$ cat src/rtl/wbh_reg_init_if.sv
//------------------------------------------------------------------------------
// Module   : wbh_reg_init_if
// Brief    : Wishbone slave port plus reg-bus initiator signals for wbh_reg_init.
// Revision : 1.0 - initial release
//------------------------------------------------------------------------------
`default_nettype none

interface wbh_reg_init_if #(
  parameter int AW = 3
) ();

  logic            wbs_cyc_i;
  logic            wbs_stb_i;
  logic            wbs_we_i;
  logic [31:0]     wbs_adr_i;
  logic [31:0]     wbs_dat_i;
  logic [3:0]      wbs_sel_i;
  logic [31:0]     wbs_dat_o;
  logic            wbs_ack_o;
  logic            wbs_err_o;

  logic            reg_cs;
  logic            reg_wr;
  logic [AW-1:0]   reg_addr;
  logic [31:0]     reg_wdata;
  logic [3:0]      reg_be;
  logic [31:0]     reg_rdata;
  logic            reg_ack;

  // slave: the bridge itself; master: Wishbone master plus reg-bus responder
  modport slave (
    input  wbs_cyc_i, wbs_stb_i, wbs_we_i, wbs_adr_i, wbs_dat_i, wbs_sel_i,
    input  reg_rdata, reg_ack,
    output wbs_dat_o, wbs_ack_o, wbs_err_o,
    output reg_cs, reg_wr, reg_addr, reg_wdata, reg_be
  );

  modport master (
    output wbs_cyc_i, wbs_stb_i, wbs_we_i, wbs_adr_i, wbs_dat_i, wbs_sel_i,
    output reg_rdata, reg_ack,
    input  wbs_dat_o, wbs_ack_o, wbs_err_o,
    input  reg_cs, reg_wr, reg_addr, reg_wdata, reg_be
  );

endinterface

`default_nettype wire

$ cat src/rtl/wbh_reg_init.sv
//------------------------------------------------------------------------------
// Module   : wbh_reg_init
// Brief    : Wishbone classic slave to single-outstanding reg-bus initiator
//            with access timeout and saturating error counter.
// Revision : 1.0 - initial release
//------------------------------------------------------------------------------
`default_nettype none

module wbh_reg_init #(
  parameter int AW      = 3,
  parameter int TMO_CYC = 16
) (
  input  logic              mclk,
  input  logic              reset_n,
  wbh_reg_init_if.slave     bus,
  output logic [7:0]        err_cnt
);

  typedef enum logic [1:0] {
    ST_IDLE = 2'd0,
    ST_REQ  = 2'd1,
    ST_RESP = 2'd2
  } state_t;

  localparam logic [7:0] c_tmo_last = 8'(TMO_CYC - 1);

  state_t          r_state,     w_state;
  logic            r_reg_cs,    w_reg_cs;
  logic            r_reg_wr,    w_reg_wr;
  logic [AW-1:0]   r_reg_addr,  w_reg_addr;
  logic [31:0]     r_reg_wdata, w_reg_wdata;
  logic [3:0]      r_reg_be,    w_reg_be;
  logic [31:0]     r_dat_o,     w_dat_o;
  logic            r_ack,       w_ack;
  logic            r_err,       w_err;
  logic [7:0]      r_err_cnt,   w_err_cnt;
  logic [7:0]      r_tmo_cnt,   w_tmo_cnt;
  logic            r_abort,     w_abort;

  // byte-lane and out-of-window address bits carry no meaning on the reg bus
  logic            w_unused_adr;
  assign w_unused_adr = ^{bus.wbs_adr_i[31:AW+2], bus.wbs_adr_i[1:0]};

  always_ff @(posedge mclk) begin
    if (!reset_n) begin
      r_state     <= ST_IDLE;
      r_reg_cs    <= 1'b0;
      r_reg_wr    <= 1'b0;
      r_reg_addr  <= '0;
      r_reg_wdata <= '0;
      r_reg_be    <= '0;
      r_dat_o     <= '0;
      r_ack       <= 1'b0;
      r_err       <= 1'b0;
      r_err_cnt   <= '0;
      r_tmo_cnt   <= '0;
      r_abort     <= 1'b0;
    end else begin
      r_state     <= w_state;
      r_reg_cs    <= w_reg_cs;
      r_reg_wr    <= w_reg_wr;
      r_reg_addr  <= w_reg_addr;
      r_reg_wdata <= w_reg_wdata;
      r_reg_be    <= w_reg_be;
      r_dat_o     <= w_dat_o;
      r_ack       <= w_ack;
      r_err       <= w_err;
      r_err_cnt   <= w_err_cnt;
      r_tmo_cnt   <= w_tmo_cnt;
      r_abort     <= w_abort;
    end
  end

  always_comb begin
    w_state     = r_state;
    w_reg_cs    = r_reg_cs;
    w_reg_wr    = r_reg_wr;
    w_reg_addr  = r_reg_addr;
    w_reg_wdata = r_reg_wdata;
    w_reg_be    = r_reg_be;
    w_dat_o     = r_dat_o;
    w_ack       = 1'b0;
    w_err       = 1'b0;
    w_err_cnt   = r_err_cnt;
    w_tmo_cnt   = r_tmo_cnt;
    w_abort     = r_abort;

    case (r_state)
      ST_IDLE: begin
        if (bus.wbs_cyc_i && bus.wbs_stb_i) begin
          w_reg_cs    = 1'b1;
          w_reg_wr    = bus.wbs_we_i;
          w_reg_addr  = bus.wbs_adr_i[AW+1:2];
          w_reg_wdata = bus.wbs_dat_i;
          w_reg_be    = bus.wbs_sel_i;
          w_tmo_cnt   = '0;
          w_abort     = 1'b0;
          w_state     = ST_REQ;
        end
      end

      ST_REQ: begin
        // once the master walks away, the reg access finishes silently
        w_abort = r_abort | ~bus.wbs_cyc_i;
        if (bus.reg_ack) begin
          w_reg_cs = 1'b0;
          if (!w_abort) begin
            w_ack = 1'b1;
            if (!r_reg_wr) begin
              w_dat_o = bus.reg_rdata;
            end
          end
          w_state = ST_RESP;
        end else if (r_tmo_cnt == c_tmo_last) begin
          w_reg_cs  = 1'b0;
          w_err     = ~w_abort;
          w_err_cnt = (r_err_cnt == 8'hFF) ? r_err_cnt : r_err_cnt + 8'd1;
          w_state   = ST_RESP;
        end else begin
          w_tmo_cnt = r_tmo_cnt + 8'd1;
        end
      end

      ST_RESP: begin
        w_state = ST_IDLE;
      end

      default: begin
        w_reg_cs = 1'b0;
        w_state  = ST_IDLE;
      end
    endcase
  end

  assign bus.reg_cs    = r_reg_cs;
  assign bus.reg_wr    = r_reg_wr;
  assign bus.reg_addr  = r_reg_addr;
  assign bus.reg_wdata = r_reg_wdata;
  assign bus.reg_be    = r_reg_be;
  assign bus.wbs_dat_o = r_dat_o;
  assign bus.wbs_ack_o = r_ack;
  assign bus.wbs_err_o = r_err;
  assign err_cnt       = r_err_cnt;

endmodule

`default_nettype wire

$ cat src/flat_wrapper.sv
// flat-port wrapper written by rule: the top's interface ports become plain ports
module wbh_reg_init_flat 
#(
  parameter int AW      = 3,
  parameter int TMO_CYC = 16
)
  (mclk, reset_n, err_cnt, bus_wbs_cyc_i, bus_wbs_stb_i, bus_wbs_we_i, bus_wbs_adr_i, bus_wbs_dat_i, bus_wbs_sel_i, bus_reg_rdata, bus_reg_ack, bus_wbs_dat_o, bus_wbs_ack_o, bus_wbs_err_o, bus_reg_cs, bus_reg_wr, bus_reg_addr, bus_reg_wdata, bus_reg_be);
  wbh_reg_init_if #(.AW(AW)) bus_i ();
  input  logic mclk;
  input  logic reset_n;
  output logic [7:0] err_cnt;
  input wire logic [$bits(bus_i.wbs_cyc_i)-1:0] bus_wbs_cyc_i;
  input wire logic [$bits(bus_i.wbs_stb_i)-1:0] bus_wbs_stb_i;
  input wire logic [$bits(bus_i.wbs_we_i)-1:0] bus_wbs_we_i;
  input wire logic [$bits(bus_i.wbs_adr_i)-1:0] bus_wbs_adr_i;
  input wire logic [$bits(bus_i.wbs_dat_i)-1:0] bus_wbs_dat_i;
  input wire logic [$bits(bus_i.wbs_sel_i)-1:0] bus_wbs_sel_i;
  input wire logic [$bits(bus_i.reg_rdata)-1:0] bus_reg_rdata;
  input wire logic [$bits(bus_i.reg_ack)-1:0] bus_reg_ack;
  output wire logic [$bits(bus_i.wbs_dat_o)-1:0] bus_wbs_dat_o;
  output wire logic [$bits(bus_i.wbs_ack_o)-1:0] bus_wbs_ack_o;
  output wire logic [$bits(bus_i.wbs_err_o)-1:0] bus_wbs_err_o;
  output wire logic [$bits(bus_i.reg_cs)-1:0] bus_reg_cs;
  output wire logic [$bits(bus_i.reg_wr)-1:0] bus_reg_wr;
  output wire logic [$bits(bus_i.reg_addr)-1:0] bus_reg_addr;
  output wire logic [$bits(bus_i.reg_wdata)-1:0] bus_reg_wdata;
  output wire logic [$bits(bus_i.reg_be)-1:0] bus_reg_be;
  assign bus_i.wbs_cyc_i = bus_wbs_cyc_i;
  assign bus_i.wbs_stb_i = bus_wbs_stb_i;
  assign bus_i.wbs_we_i = bus_wbs_we_i;
  assign bus_i.wbs_adr_i = bus_wbs_adr_i;
  assign bus_i.wbs_dat_i = bus_wbs_dat_i;
  assign bus_i.wbs_sel_i = bus_wbs_sel_i;
  assign bus_i.reg_rdata = bus_reg_rdata;
  assign bus_i.reg_ack = bus_reg_ack;
  assign bus_wbs_dat_o = bus_i.wbs_dat_o;
  assign bus_wbs_ack_o = bus_i.wbs_ack_o;
  assign bus_wbs_err_o = bus_i.wbs_err_o;
  assign bus_reg_cs = bus_i.reg_cs;
  assign bus_reg_wr = bus_i.reg_wr;
  assign bus_reg_addr = bus_i.reg_addr;
  assign bus_reg_wdata = bus_i.reg_wdata;
  assign bus_reg_be = bus_i.reg_be;
  wbh_reg_init #(.AW(AW), .TMO_CYC(TMO_CYC)) u_core (.mclk(mclk), .reset_n(reset_n), .bus(bus_i), .err_cnt(err_cnt));
endmodule
$ cat config.mk
export PLATFORM = sky130hd
export DESIGN_NAME = wbh_reg_init_flat
export DESIGN_NICKNAME = d
export VERILOG_FILES = /design/src/rtl/wbh_reg_init_if.sv /design/src/rtl/wbh_reg_init.sv /design/src/flat_wrapper.sv
export SDC_FILE = /design/constraint.sdc
export NUM_CORES = 1
export LEC_CHECK = 0
export ABC_AREA = 1
export CORE_AREA = 4 4 149 108
export CTS_BUF_LIST = sky130_fd_sc_hd__clkbuf_4
export CTS_CLUSTER_DIAMETER = 40
export DETAILED_ROUTE_END_ITERATION = 7
export DIE_AREA = 0 0 153 112
export GPL_TIMING_DRIVEN = 0
export PLACE_DENSITY_LB_ADDON = 0.1
export SLEW_MARGIN = 20
export SYNTH_ARGS = -nofsm -noshare
export SYNTH_HDL_FRONTEND = slang
export SYNTH_SLANG_ARGS = --single-unit
$ cat constraint.sdc
create_clock -name mclk -period 1.9 [get_ports mclk]
set_input_delay 0.38 -clock mclk [delete_from_list [all_inputs] [get_ports mclk]]
set_output_delay 0.38 -clock mclk [all_outputs]
set_load 0.05 [all_outputs]
==> results of run 1 <==
## power by group through the flow
stage,Combinational (uW),Clock [uW],Sequential (uW)
finish,774,1090,2100
global route,834,1240,2110
CTS,784,1160,2100
detailed placement,833,0,2150
floorplan,181,0,2410
global placement,832,0,2140
## layer usage
layer | up-vias | track usage | wire length [um]
li1 | 1902 | - | -
met1 | 1594 | 0.189 | 5660
met2 | 133 | 0.194 | 4750
met3 | 13 | 0.0699 | 1290
met4 | 0 | 0.0297 | 140
met5 | - | 0 | 0
## layout make-up
class / instances / area share
buffer: 23 / 0.0177
clock buffer: 9 / 0.0124
clock inverter: 7 / 0.0120
inverter: 24 / 0.0166
multi-input combinational: 350 / 0.280
sequential: 94 / 0.346
tap: 195 / 0.0449
timing repair buffer: 159 / 0.270
## logic make-up (layout without fill, tap and decap cells)
logic type,count (synthesis),after routing
and+or+nand+nor,253,253
AOI/OAI and AO/OA,92,92
buffers and inverters,47,222
adders and majority gates,2,2
DFF,94,94
xor gates and xnor gates,3,3
## cell usage in the layout, fill, tap and decap left out, types with 9 or more instances in the layout
| cell | n |
|---|---|
| dfxtp_1 | 94 |
| o21ai_0 | 80 |
| clkdlybuf4s50_1 | 76 |
| nand2_1 | 56 |
| nor2_1 | 174 |
| clkbuf_4 | 9 |
| dlygate4sd2_1 | 77 |
| nand3_1 | 9 |
| clkbuf_1 | 14 |
| a21oi_1 | 9 |
| inv_1 | 22 |
## metrics by stage
stage | instances | setup WS, ns | utilization | total power, uW | hold slack, ns
5_1_grt | 861 | -0.00136 | 0.374 | 4190 | 0.452
2_1_floorplan | 491 | 0.195 | - | 2600 | 0.465
3_3_place_gp | 845 | -0.618 | 0.373 | 2970 | 0.465
3_5_place_dp | 845 | -0.665 | 0.373 | 2980 | 0.476
6_report | 861 | 0.110 | 0.374 | 3960 | 0.492
4_1_cts | 861 | 0.00118 | 0.375 | 4050 | 0.457
## worst min-delay path: stages (launching register included)
cell	delay, ns
dfxtp_1	0.33
nor2_1	0.09
nor2_1	0.05
## what timing repair did
action,in CTS,in global routing
gates resized for setup,85,13
setup endpoints to repair,93,24
setup buffers,0,0
## worst max-delay path by stage
stage	from	cells after the start	to	slack, ns
after floorplan	u_core.err_cnt[0]	8	u_core.err_cnt[0]	0.19
final	u_core.err_cnt[3]	1	err_cnt[3]	0.11
after CTS	u_core.err_cnt[5]	1	err_cnt[5]	0.001
after global routing	u_core.r_state[0]	7	u_core.bus.wbs_dat_o[20]	-0.001
after detailed placement	reset_n	5	u_core.bus.reg_wdata[2]	-0.66
after global placement	reset_n	5	u_core.bus.reg_wdata[2]	-0.62
## flip-flops by register name, indices dropped and copies added (netlist names)
name                  cells
u_core.bus.wbs_ack_o      1
u_core.bus.wbs_dat_o     32
u_core.err_cnt            8
u_core.bus.reg_cs         1
u_core.bus.reg_wdata     32
u_core.r_state            2
u_core.bus.reg_be         4
u_core.bus.reg_wr         1
u_core.r_abort            1
u_core.bus.wbs_err_o      1
u_core.r_tmo_cnt          8
u_core.bus.reg_addr       3
==> results.txt, run 1 <==
Status = completed
Core area = 0.0145 mm2
Comb pwr share = 0.195
Placed Area = 0.00542 mm2
Sw power = 1230 uW
Synth Area in Compound Gates = 0.131
XOR/XNOR share of the synthesized area = 0.00733
Worst Hold Depth = 2
Die H = 112 um
Fraction of synthesized area in multiplexers = 0
Ys flop type = dfxtp_1
Startpoint Class = flip-flop
Ant diodes = 0
Mapped cell area = 0.00359 mm2
Post-synth cell types = 23
Detail Route Antenna Nets = 0
Worst-Skew Late Latency = 0.43 ns
FP Rows = 37
Reg2reg start = u_core.r_state[0]
Syn_nets = 599
Reg2reg path depth = 8
Final WL = 11.8 mm
Vias in the first global route = 3,561
Synth Area in Simple Gates = 0.279
Flop pwr share = 0.530
Slew HR = 0.576
Top cells by instance count after synthesis = nor2_1 (175), dfxtp_1 (94), o21ai_0 (80), nand2_1 (56), inv_1 (22)
Port-buffer cells = 159
Hold Crit Class = reg -> reg
Syn_area_per_cell = 7.30 um2
Worst-path clk slew = 0.15 ns
Unrepaired setup endpoints after global routing = yes
Die X = 153 um
Syn Inst Count = 491
Reg-to-Reg End = u_core.bus.wbs_dat_o[29]
Worst EP arrival = 1.41 ns
Number of flops mapped to enable cells by yosys = 0
Clock Tree Buf Depth = 2
Leak = 0.00252 uW
Setup TNS = 0 ns
Crit path max fanout = 5
Final Skew = 0.0103 ns
Routability-driven placement congestion ratio = 0.789
Hold Path Sink = u_core.bus.reg_wdata[27]
Highest Clock Rate = 0.559 GHz
Share of layout cells above drive strength 1 = 0.0511
CP cell instances = dlygate4sd2_1
Main combinational cell family by area after synthesis = simple AND/OR/NAND/NOR gates
Pwr Density = 728 mW/mm2
Sequential Area = 0.00188 mm2
Largest net degree at the start of global routing = 16
Final Hold Vio Count = 0
Initial DRC Count = 213
Initial antenna violation count = 0
Remaining Overflow, GRT = 0
Per-cell routed wire length = 13.7 um
Peak supply drop = 0.000315 V
Nets = 769
TritonCTS Sinks = 94
FF-to-FF setup slack = 0.18 ns
Die ar. = 0.0171 mm2
Crit end category = output port
Final min period = 1.79 ns
Worst-Margin Slew = 0.631 ns
Final slew viol count = 0
Count leader, synth = nor2_1
Fin crit share = 0.942
I/O pins = 189
Flops & latches, synth = 94
Initial Util = 0.247
Root buf cell = clkbuf_4
HPWL after DPL = 8.88 mm
TritonCTS clock tree = yes
Sw Ratio = 0.311
Fraction of registers with async set/reset = 0
Min-delay src = u_core.bus.reg_wdata[27]
Multi-input logic area = 0.00152 mm2
WS Path Type = reg -> out
Hold buffers post-CTS = 0
CP max stage cell = dlygate4sd2_1
Fillers = 1,597
Max Cap Violations = 0
CP peak stage delay = 0.55 ns
Critical Path RT = 1.52 ns
Drt pass-1 iters = 4
Vias = 3,642
Vias per inst = 4.23
H-tree levels = 3
Cell taking the most area after synthesis = dfxtp_1
Area Growth Syn to Fin = 51.6%
Clock network fraction of design power = 0.275
Area contributors post-synth = dfxtp_1 (52%), nor2_1 (18%), o21ai_0 (11%), nand2_1 (5.9%), inv_1 (2.3%)
Final setup viols = 0
Synth Warn # = 0
Remaining DRCs = 0
Post-synthesis adder-cell area fraction = 0.00698
Top cell type's share of synthesized area = 0.525
P_int = 2730 uW
CTS Buf Count = 9
Buf/Inv on CP = 1
Global-route wire length before repair = 19.2 mm
GRT Overall Usage = 0.138
CP delay by family, top = buffers and inverters
Sequential area share after synthesis = 0.525
Post-route cell area = 0.00544 mm2
(Power assumes the default switching activity.)
==> run 2: changes to the inputs <==
- MAX_ROUTING_LAYER: unset -> met4
- SKIP_CTS_REPAIR_TIMING: unset -> 1
==> results.txt, run 2 (synthesis gave the netlist of run 1 again) <==
Status = completed
HPWL after DPL = 8.88 mm
Worst-Skew Late Latency = 0.44 ns
Share of layout cells above drive strength 1 = 0.0450
Critical Path RT = 2.28 ns
Peak supply drop = 0.000318 V
Final WL = 12.0 mm
Slew HR = 0.569
Port-buffer cells = 159
I/O pins = 189
Leak = 0.00361 uW
Worst Setup SP = bus_wbs_cyc_i
Critical Path Stages = 6
Drt pass-1 iters = 4
Highest Clock Rate = 0.566 GHz
Worst-path clk slew = 0.14 ns
Setup TNS = 0 ns
Fin crit share = 0.930
Remaining DRCs = 0
Initial antenna violation count = 0
Die H = 112 um
Reg-to-Reg End = u_core.bus.wbs_dat_o[29]
Vias per inst = 4.27
FF-to-FF setup slack = 0.18 ns
Ant diodes = 0
CP peak stage delay = 0.51 ns
Pre-CTS setup slack = -0.665 ns
Buf/Inv on CP = 2
Most frequent cells in the layout = nor2_1 (174), dfxtp_1 (94), dlymetal6s2s_1 (83)
Core area = 0.0145 mm2
Most frequent CP cell = nor2_1
Startpoint Class = input pin
CP cell instances = clkdlybuf4s50_1 -> nand2_1 -> nor3_1 -> clkbuf_1 -> nor2_1 -> nor2_1
Final Hold Vio Count = 0
Detail Route Antenna Nets = 0
Final slew viol count = 0
Worst-Margin Slew = 0.642 ns
TritonCTS clock tree = yes
Clock Tree Buf Depth = 2
Fin util = 0.397
Largest net degree at the start of global routing = 16
WS Path Type = in -> reg
Vias = 3,678
Commonest non-fill, non-tap cell in the layout = nor2_1
TritonCTS Sinks = 94
Worst EP arrival = 2.15 ns
Global-route wire length before repair = 19.3 mm
Routability-driven placement congestion ratio = 0.800
Vias in the first global route = 3,581
Area Growth Syn to Fin = 61.0%
Crit path max fanout = 10
Initial DRC Count = 170
H-tree levels = 3
Crit end category = flip-flop
Final setup viols = 0
Final min period = 1.77 ns
Reg2reg path depth = 9
Per-cell routed wire length = 14.0 um
Unrepaired setup endpoints after global routing = no
Die ar. = 0.0171 mm2
WHS = 0.494 ns
Crit path to = u_core.bus.reg_wdata[1]
Pwr Density = 695 mW/mm2
Final Skew = 0.0136 ns
Max Cap Violations = 0
CP max stage cell = clkdlybuf4s50_1
Root buf cell = clkbuf_4
CTS Buf Count = 9
Die X = 153 um
Reg2reg start = u_core.r_state[0]
GRT Overall Usage = 0.143
CP delay by family, top = buffers and inverters
Nets = 770
Remaining Overflow, GRT = 0
FP Rows = 37
Hold Crit Class = reg -> reg
Initial Util = 0.247
Final worst setup slack = 0.133 ns
## run 2: changes by cell type in the layout (fill, tap and decap cells not counted)
cell and change:
dlymetal6s2s_1 +83, buf_4 +1, dlygate4sd2_1 -77, clkbuf_2 -5
clkdlybuf4s15_1 -1
## run 2: layout make-up
type / instances / area, um2
buffer: 23 / 96.3
clock buffer: 9 / 67.6
clock inverter: 7 / 65.1
fill: 1545 / 8760
inverter: 24 / 90.1
multi-input combinational: 350 / 1520
sequential: 94 / 1880
tap: 195 / 244
timing repair buffer: 160 / 1810
## run 2: worst min-delay path by stage
stage / start / to / slack (ns) / cells past startpoint
after floorplan: u_core.r_abort / u_core.r_abort / 0.47 / 2
after global placement: u_core.bus.reg_wdata[10] / u_core.bus.reg_wdata[10] / 0.46 / 2
after detailed placement: u_core.bus.reg_wdata[27] / u_core.bus.reg_wdata[27] / 0.48 / 2
after CTS: bus_reg_rdata[11] / u_core.bus.wbs_dat_o[11] / 0.46 / 3
after global routing: bus_reg_rdata[3] / u_core.bus.wbs_dat_o[3] / 0.45 / 3
final: u_core.bus.reg_wdata[27] / u_core.bus.reg_wdata[27] / 0.49 / 2
## run 2: routing by layer
metal / vias up / wire, um / track usage
li1: 1908 / - / -
met1: 1630 / 5990 / 0.197
met2: 128 / 4900 / 0.195
met3: 12 / 1030 / 0.0591
met4: 0 / 129 / 0.0297
met5: - / 0 / -
## run 2: report_power, final
part | internal (uW) | switching (uW)
combinational | 327 | 495
sequential | 2060 | 42.4
clock | 394 | 699
total | 2780 | 1240
## run 2: worst reg2reg max path, delay by kind of cell, from the launching register on
kind,cells,cell delay [ns]
buffers and inverters,4,0.48
DFF,1,0.40
and+or+nand+nor,5,0.74
## run 2: metrics by stage
| stage | area (um2) | instances | power, uW |
|---|---|---|---|
| finish | 5770 | 862 | 4010 |
| global route | 5770 | 862 | 4240 |
| CTS | 5550 | 861 | 4100 |
| detailed placement | 5420 | 845 | 2980 |
| global placement | 5420 | 845 | 2970 |
| floorplan | 3590 | 491 | 2600 |
==> run 3: changes to the inputs <==
- SLEW_MARGIN: 20 -> 10
==> results of run 3 <==
No change in the layout: final DEF, timing and power equal those of run 2.
